===== config.mk =====
export PLATFORM = sky130hd
export DESIGN_NAME = ddr_access_arbiter
export DESIGN_NICKNAME = d
export VERILOG_FILES = /design/src/rtl/ddr_access_arbiter.sv
export SDC_FILE = /design/constraint.sdc
export NUM_CORES = 1
export LEC_CHECK = 0
export ABC_AREA = 1
export CAP_MARGIN = 10
export CORE_ASPECT_RATIO = 0.5
export CORE_MARGIN = 4
export CORE_UTILIZATION = 43
export CTS_BUF_LIST = sky130_fd_sc_hd__clkbuf_8 sky130_fd_sc_hd__clkbuf_16
export CTS_CLUSTER_DIAMETER = 40
export DETAILED_ROUTE_END_ITERATION = 8
export GPL_TIMING_DRIVEN = 0
export PLACE_DENSITY_LB_ADDON = 0.2
export SLEW_MARGIN = 20
export SYNTH_ARGS = -nofsm -noshare
export SYNTH_HDL_FRONTEND = slang
export SYNTH_SLANG_ARGS = --single-unit

===== constraint.sdc =====
create_clock -name i_ddr3_sclk -period 1.98 [get_ports i_ddr3_sclk]
set_input_delay 0.198 -clock i_ddr3_sclk [delete_from_list [all_inputs] [get_ports i_ddr3_sclk]]
set_output_delay 0.198 -clock i_ddr3_sclk [all_outputs]
set_load 0.005 [all_outputs]

===== src/rtl/ddr_access_arbiter.sv =====
// Two-port round-robin arbiter in front of a DDR3 command interface.
// The winner's command fields are latched and presented until the controller acks.
module ddr_access_arbiter #(
    parameter int ADDR_W  = 28,
    parameter int LEN_W   = 8,
    parameter int TIMEOUT = 4095
) (
    input  logic              i_ddr3_sclk,
    input  logic              i_rst_n,
    input  logic [1:0]        i_req,
    input  logic [1:0]        i_req_wr_rdn,
    input  logic [ADDR_W-1:0] i_req_addr0,
    input  logic [ADDR_W-1:0] i_req_addr1,
    input  logic [LEN_W-1:0]  i_req_len0,
    input  logic [LEN_W-1:0]  i_req_len1,
    output logic [1:0]        o_grant,
    output logic [1:0]        o_done,
    output logic [1:0]        o_err,
    output logic              o_ddr3_cmd_vld,
    output logic              o_ddr3_wr_rdn,
    output logic [ADDR_W-1:0] o_ddr3_addr,
    output logic [LEN_W-1:0]  o_ddr3_len,
    input  logic              i_ddr3_ack,
    input  logic              i_ddr3_op_done
);

    localparam int CNT_W = (TIMEOUT < 1) ? 1 : $clog2(TIMEOUT + 1);
    // The last WAIT_DONE cycle that may still see op_done before the error fires.
    localparam logic [CNT_W-1:0] CNT_LAST = CNT_W'(TIMEOUT - 1);

    typedef enum logic [1:0] {
        ST_IDLE = 2'd0,
        ST_CMD  = 2'd1,
        ST_WAIT = 2'd2
    } state_t;

    state_t             state_r;
    state_t             state_nxt_s;
    logic               last_r;
    logic               last_nxt_s;
    logic [CNT_W-1:0]   cnt_r;
    logic [CNT_W-1:0]   cnt_nxt_s;
    logic               sel_port_s;
    logic [1:0]         sel_onehot_s;
    logic [LEN_W-1:0]   sel_len_s;
    logic               len_ok_s;
    logic               start_s;
    logic               timeout_s;
    logic               load_s;
    logic [1:0]         grant_nxt_s;
    logic [1:0]         done_nxt_s;
    logic [1:0]         err_nxt_s;
    logic               cmd_vld_nxt_s;

    // Round-robin pick: on a tie the port not granted last wins.
    always_comb begin
        sel_port_s = 1'b0;
        if (i_req == 2'b11) begin
            sel_port_s = ~last_r;
        end else if (i_req[1]) begin
            sel_port_s = 1'b1;
        end else begin
            sel_port_s = 1'b0;
        end
    end

    assign sel_onehot_s = sel_port_s ? 2'b10 : 2'b01;
    assign sel_len_s    = sel_port_s ? i_req_len1 : i_req_len0;
    assign len_ok_s     = (sel_len_s != {LEN_W{1'b0}});
    // Arbitration is held off while a done/err pulse is out, giving one idle bubble.
    assign start_s      = (state_r == ST_IDLE) && (i_req != 2'b00)
                          && (o_done == 2'b00) && (o_err == 2'b00);
    assign timeout_s    = (cnt_r == CNT_LAST);

    // State register.
    always_ff @(posedge i_ddr3_sclk) begin
        if (!i_rst_n) begin
            state_r <= ST_IDLE;
        end else begin
            state_r <= state_nxt_s;
        end
    end

    // Next-state decode.
    always_comb begin
        state_nxt_s = state_r;
        case (state_r)
            ST_IDLE: begin
                if (start_s && len_ok_s) begin
                    state_nxt_s = ST_CMD;
                end else begin
                    state_nxt_s = ST_IDLE;
                end
            end
            ST_CMD: begin
                if (i_ddr3_ack && i_ddr3_op_done) begin
                    state_nxt_s = ST_IDLE;
                end else if (i_ddr3_ack) begin
                    state_nxt_s = ST_WAIT;
                end else begin
                    state_nxt_s = ST_CMD;
                end
            end
            ST_WAIT: begin
                if (i_ddr3_op_done || timeout_s) begin
                    state_nxt_s = ST_IDLE;
                end else begin
                    state_nxt_s = ST_WAIT;
                end
            end
            default: state_nxt_s = ST_IDLE;
        endcase
    end

    // Next values of the registered outputs, pointer and timeout counter.
    always_comb begin
        grant_nxt_s   = o_grant;
        cmd_vld_nxt_s = o_ddr3_cmd_vld;
        done_nxt_s    = 2'b00;
        err_nxt_s     = 2'b00;
        last_nxt_s    = last_r;
        cnt_nxt_s     = cnt_r;
        load_s        = 1'b0;
        case (state_r)
            ST_IDLE: begin
                if (start_s && len_ok_s) begin
                    grant_nxt_s   = sel_onehot_s;
                    cmd_vld_nxt_s = 1'b1;
                    load_s        = 1'b1;
                end else if (start_s) begin
                    err_nxt_s  = sel_onehot_s;
                    last_nxt_s = sel_port_s;
                end else begin
                    grant_nxt_s = 2'b00;
                end
            end
            ST_CMD: begin
                if (i_ddr3_ack) begin
                    cmd_vld_nxt_s = 1'b0;
                    cnt_nxt_s     = {CNT_W{1'b0}};
                    if (i_ddr3_op_done) begin
                        grant_nxt_s = 2'b00;
                        done_nxt_s  = o_grant;
                        last_nxt_s  = o_grant[1];
                    end else begin
                        grant_nxt_s = o_grant;
                    end
                end else begin
                    cmd_vld_nxt_s = 1'b1;
                end
            end
            ST_WAIT: begin
                cnt_nxt_s = cnt_r + {{(CNT_W-1){1'b0}}, 1'b1};
                if (i_ddr3_op_done) begin
                    grant_nxt_s = 2'b00;
                    done_nxt_s  = o_grant;
                    last_nxt_s  = o_grant[1];
                end else if (timeout_s) begin
                    grant_nxt_s = 2'b00;
                    err_nxt_s   = o_grant;
                    last_nxt_s  = o_grant[1];
                end else begin
                    grant_nxt_s = o_grant;
                end
            end
            default: begin
                grant_nxt_s   = 2'b00;
                cmd_vld_nxt_s = 1'b0;
            end
        endcase
    end

    // Output, pointer, counter and command-field registers.
    always_ff @(posedge i_ddr3_sclk) begin
        if (!i_rst_n) begin
            o_grant        <= 2'b00;
            o_done         <= 2'b00;
            o_err          <= 2'b00;
            o_ddr3_cmd_vld <= 1'b0;
            o_ddr3_wr_rdn  <= 1'b0;
            o_ddr3_addr    <= {ADDR_W{1'b0}};
            o_ddr3_len     <= {LEN_W{1'b0}};
            cnt_r          <= {CNT_W{1'b0}};
            last_r         <= 1'b1;
        end else begin
            o_grant        <= grant_nxt_s;
            o_done         <= done_nxt_s;
            o_err          <= err_nxt_s;
            o_ddr3_cmd_vld <= cmd_vld_nxt_s;
            cnt_r          <= cnt_nxt_s;
            last_r         <= last_nxt_s;
            if (load_s) begin
                o_ddr3_wr_rdn <= sel_port_s ? i_req_wr_rdn[1] : i_req_wr_rdn[0];
                o_ddr3_addr   <= sel_port_s ? i_req_addr1 : i_req_addr0;
                o_ddr3_len    <= sel_len_s;
            end
        end
    end

endmodule


==> metrics, run 1 <==
Hold WS=0.348 ns; diode count=0; die height=67.3 um; Longest Clk Path Bufs=2; Final Hold Viols=0; Seq cells post-synth=59; outcome=completed; worst rel slew slack=67.9%; drt wl/cell=12.4 um; YS warnings=0; post-route setup slack=0.173 ns; All-Layer GR Usage=19.8%; Worst-path clk slew=0.05 ns; CP endpoint=cnt_r[10]; Boundary Pins=124; utilization after layout=69.3%; met1 Track Usage GR=23.0%; Post-Place Cell Area=4360 sq um; # hold bufs at CTS=0; Setup TNS Final=0 ns; antenna-violating nets left=0; GPL Wtd Cong=0.857; reg-to-reg setup timing slack=0.17 ns; Gate Count Post-Synth=454; Final Max Tran Viols=0; pre-CTS setup slack=-0.159 ns; initial core utilization=44.7%; initial antenna violation count=0; Setup crit start=state_r[0]; CTS Buf Count=9; Port Buffer Count=122; largest net degree at the start of global routing=11; Detailed Route WL=8500 um; Slew @ Worst Pin=0.482 ns; final net count=675; Area Overhead vs Synth=54.9%; Final period util=91.3%; clk_lat worst skew=0.32 ns; Setup Viol. Count Final=0; critical path startpoint category=flop; Data arrival, critical path=2.02 ns; net count after synthesis=540; drt initial violations=140; min Tclk post-route=1.81 ns; critical path data required time=2.19 ns; CTS tree=done; chip width=127 um; Area contributors post-synth=dfxtp_1 39%, nand2_1 18%, nor2_1 11%; Leakage=0.00210 uW; RSZ-0062 raised after global routing=false; FMAX=0.553 GHz; Sink Count=59; met2 Use GR=35.8%; DRC errors left=0; Core Area=6750 sq um; register area share after synthesis=39.1%; reg-to-reg critical path startpoint=state_r[0]; met3 usage=6.48%; Netlist cell types=33; max_cap viols=0; post-synthesis cell area=3020 sq um; vias=3213; share of cells above drive strength 1=8.75%; Reg2Reg Capture Point=cnt_r[10]; Finished Cell Area=4680 sq um; pwr dens=777 nW/um^2; GRT busiest layer=met2; H-tree levels=3; top cell type's share of synthesized area=39.1%; Core Rows=21; FF-to-FF path depth=9; CP Class=reg -> reg; die area=8510 sq um; syn avg cell area=6.66 sq um; root buffer cell=clkbuf_16; CP Max Fanout=6; HPWL Detailed=6540 um; CP Capture Type=flop; Clock Skew=0.00365 ns; vias in the first global route=2858; area leader, netlist=dfxtp_1; via/cell ratio=4.68; Worst VDD drop=0.000498 V; hold crit path type=in -> reg; filler cell count in the final layout=590; drt first pass iters=6; first-pass GRT wire length=13300 um; GRT overflow=0
-- state kept, by name, summed over array words and instances, names as in the netlist --
name	cells
o_ddr3_wr_rdn	1
state_r	2
o_ddr3_cmd_vld	1
last_r	1
o_err	2
o_ddr3_addr	28
o_ddr3_len	8
cnt_r	12
o_grant	2
o_done	2
-- logic make-up after synthesis --
group | share of synthesized area [%]
and+or+nand+nor | 40.4
AOI/OAI and AO/OA | 10.4
DFF | 39.1
buffers and inverters | 7.70
adders and majority gates | 2.48
-- layout make-up --
cell class              instances  area [sq um]  share of cell area [%]
multi-input cells             347          1630                    34.7
repair buffers                124          1250                    26.7
flip-flops and latches         59          1180                    25.2
clock buffers                  11           253                    5.40
plain buffers                  19           125                    2.67
well taps                      92           115                    2.46
inverters                      29           111                    2.38
clock inverters                 5          21.3                   0.454
-- synthesized netlist by cell type (all sizes together) --
library cell / n
a21oi: 20
inv: 29
buf: 10
clkbuf: 9
nand2: 158
and2: 1
dfxtp: 59
and3: 1
a31oi: 1
nor4b: 1
o21ai: 36
o211ai: 1
nand4: 3
nor2: 93
nor3: 4
o21a: 1
a211oi: 1
nand3: 7
or2: 4
nand3b: 9
ha: 6
-- cells in the final DEF (no fill, tap or decap), types with 3 or more instances in the layout --
cell type	n
a21oi_1	19
buf_4	6
buf_6	3
clkbuf_1	9
clkbuf_16	9
clkdlybuf4s50_1	122
dfxtp_1	59
ha_1	6
inv_1	30
nand2_1	145
nand2_2	9
nand2_4	3
nand3_1	7
nand3b_1	9
nand4_1	3
nor2_1	90
o21ai_0	32
o21ai_1	3
or2_2	4
-- where the power goes --
group	internal, uW	switching (uW)
registers	1300	56.2
logic	489	410
clock network	893	490
-- what timing repair did --
action                                  CTS  global route
buffers inserted                          0             2
gates resized for setup                   1             7
endpoints found under the setup margin    1            17
pin swaps                                 0             4
-- metrics by stage --
stage               std cells  power, uW
finish                    686       3640
global route              686       3830
CTS                       684       3650
detailed placement        668       2260
global placement          668       2240
floorplan                 454       1800
-- worst max-delay path: stages, from the launching register on --
cell,delay [ns]
dfxtp_1,0.32
inv_1,0.09
ha_1,0.24
inv_2,0.11
o21ai_4,0.19
nand4_1,0.21
nor3_2,0.31
nand3_1,0.10
nand2_1,0.07
nor2_1,0.04
-- metal layers --
metal	up-vias	wire (um)
met2	84	4180
met4	0	56
met1	1426	3730
met5	-	0
met3	6	532
li1	1697	-
-- worst min path at each step --
stage / to / slack, ns / from / cells after the start
2_1_floorplan: o_done[0] / 0.37 / i_rst_n / 2
3_3_place_gp: cnt_r[9] / 0.43 / cnt_r[9] / 2
3_5_place_dp: cnt_r[9] / 0.44 / cnt_r[9] / 2
4_1_cts: o_ddr3_len[0] / 0.34 / i_req[1] / 4
5_1_grt: o_ddr3_len[0] / 0.39 / i_req[1] / 4
6_report: o_ddr3_len[0] / 0.35 / i_req[1] / 4
Power figures use the tool's default switching activity.
==> run 2: changes to the inputs <==
Settings changed: CTS_CLUSTER_DIAMETER 40 to default, HOLD_SLACK_MARGIN from default to 0.12.
==> results of run 2 <==
The final DEF is identical to that of run 1; final timing and power are the same.
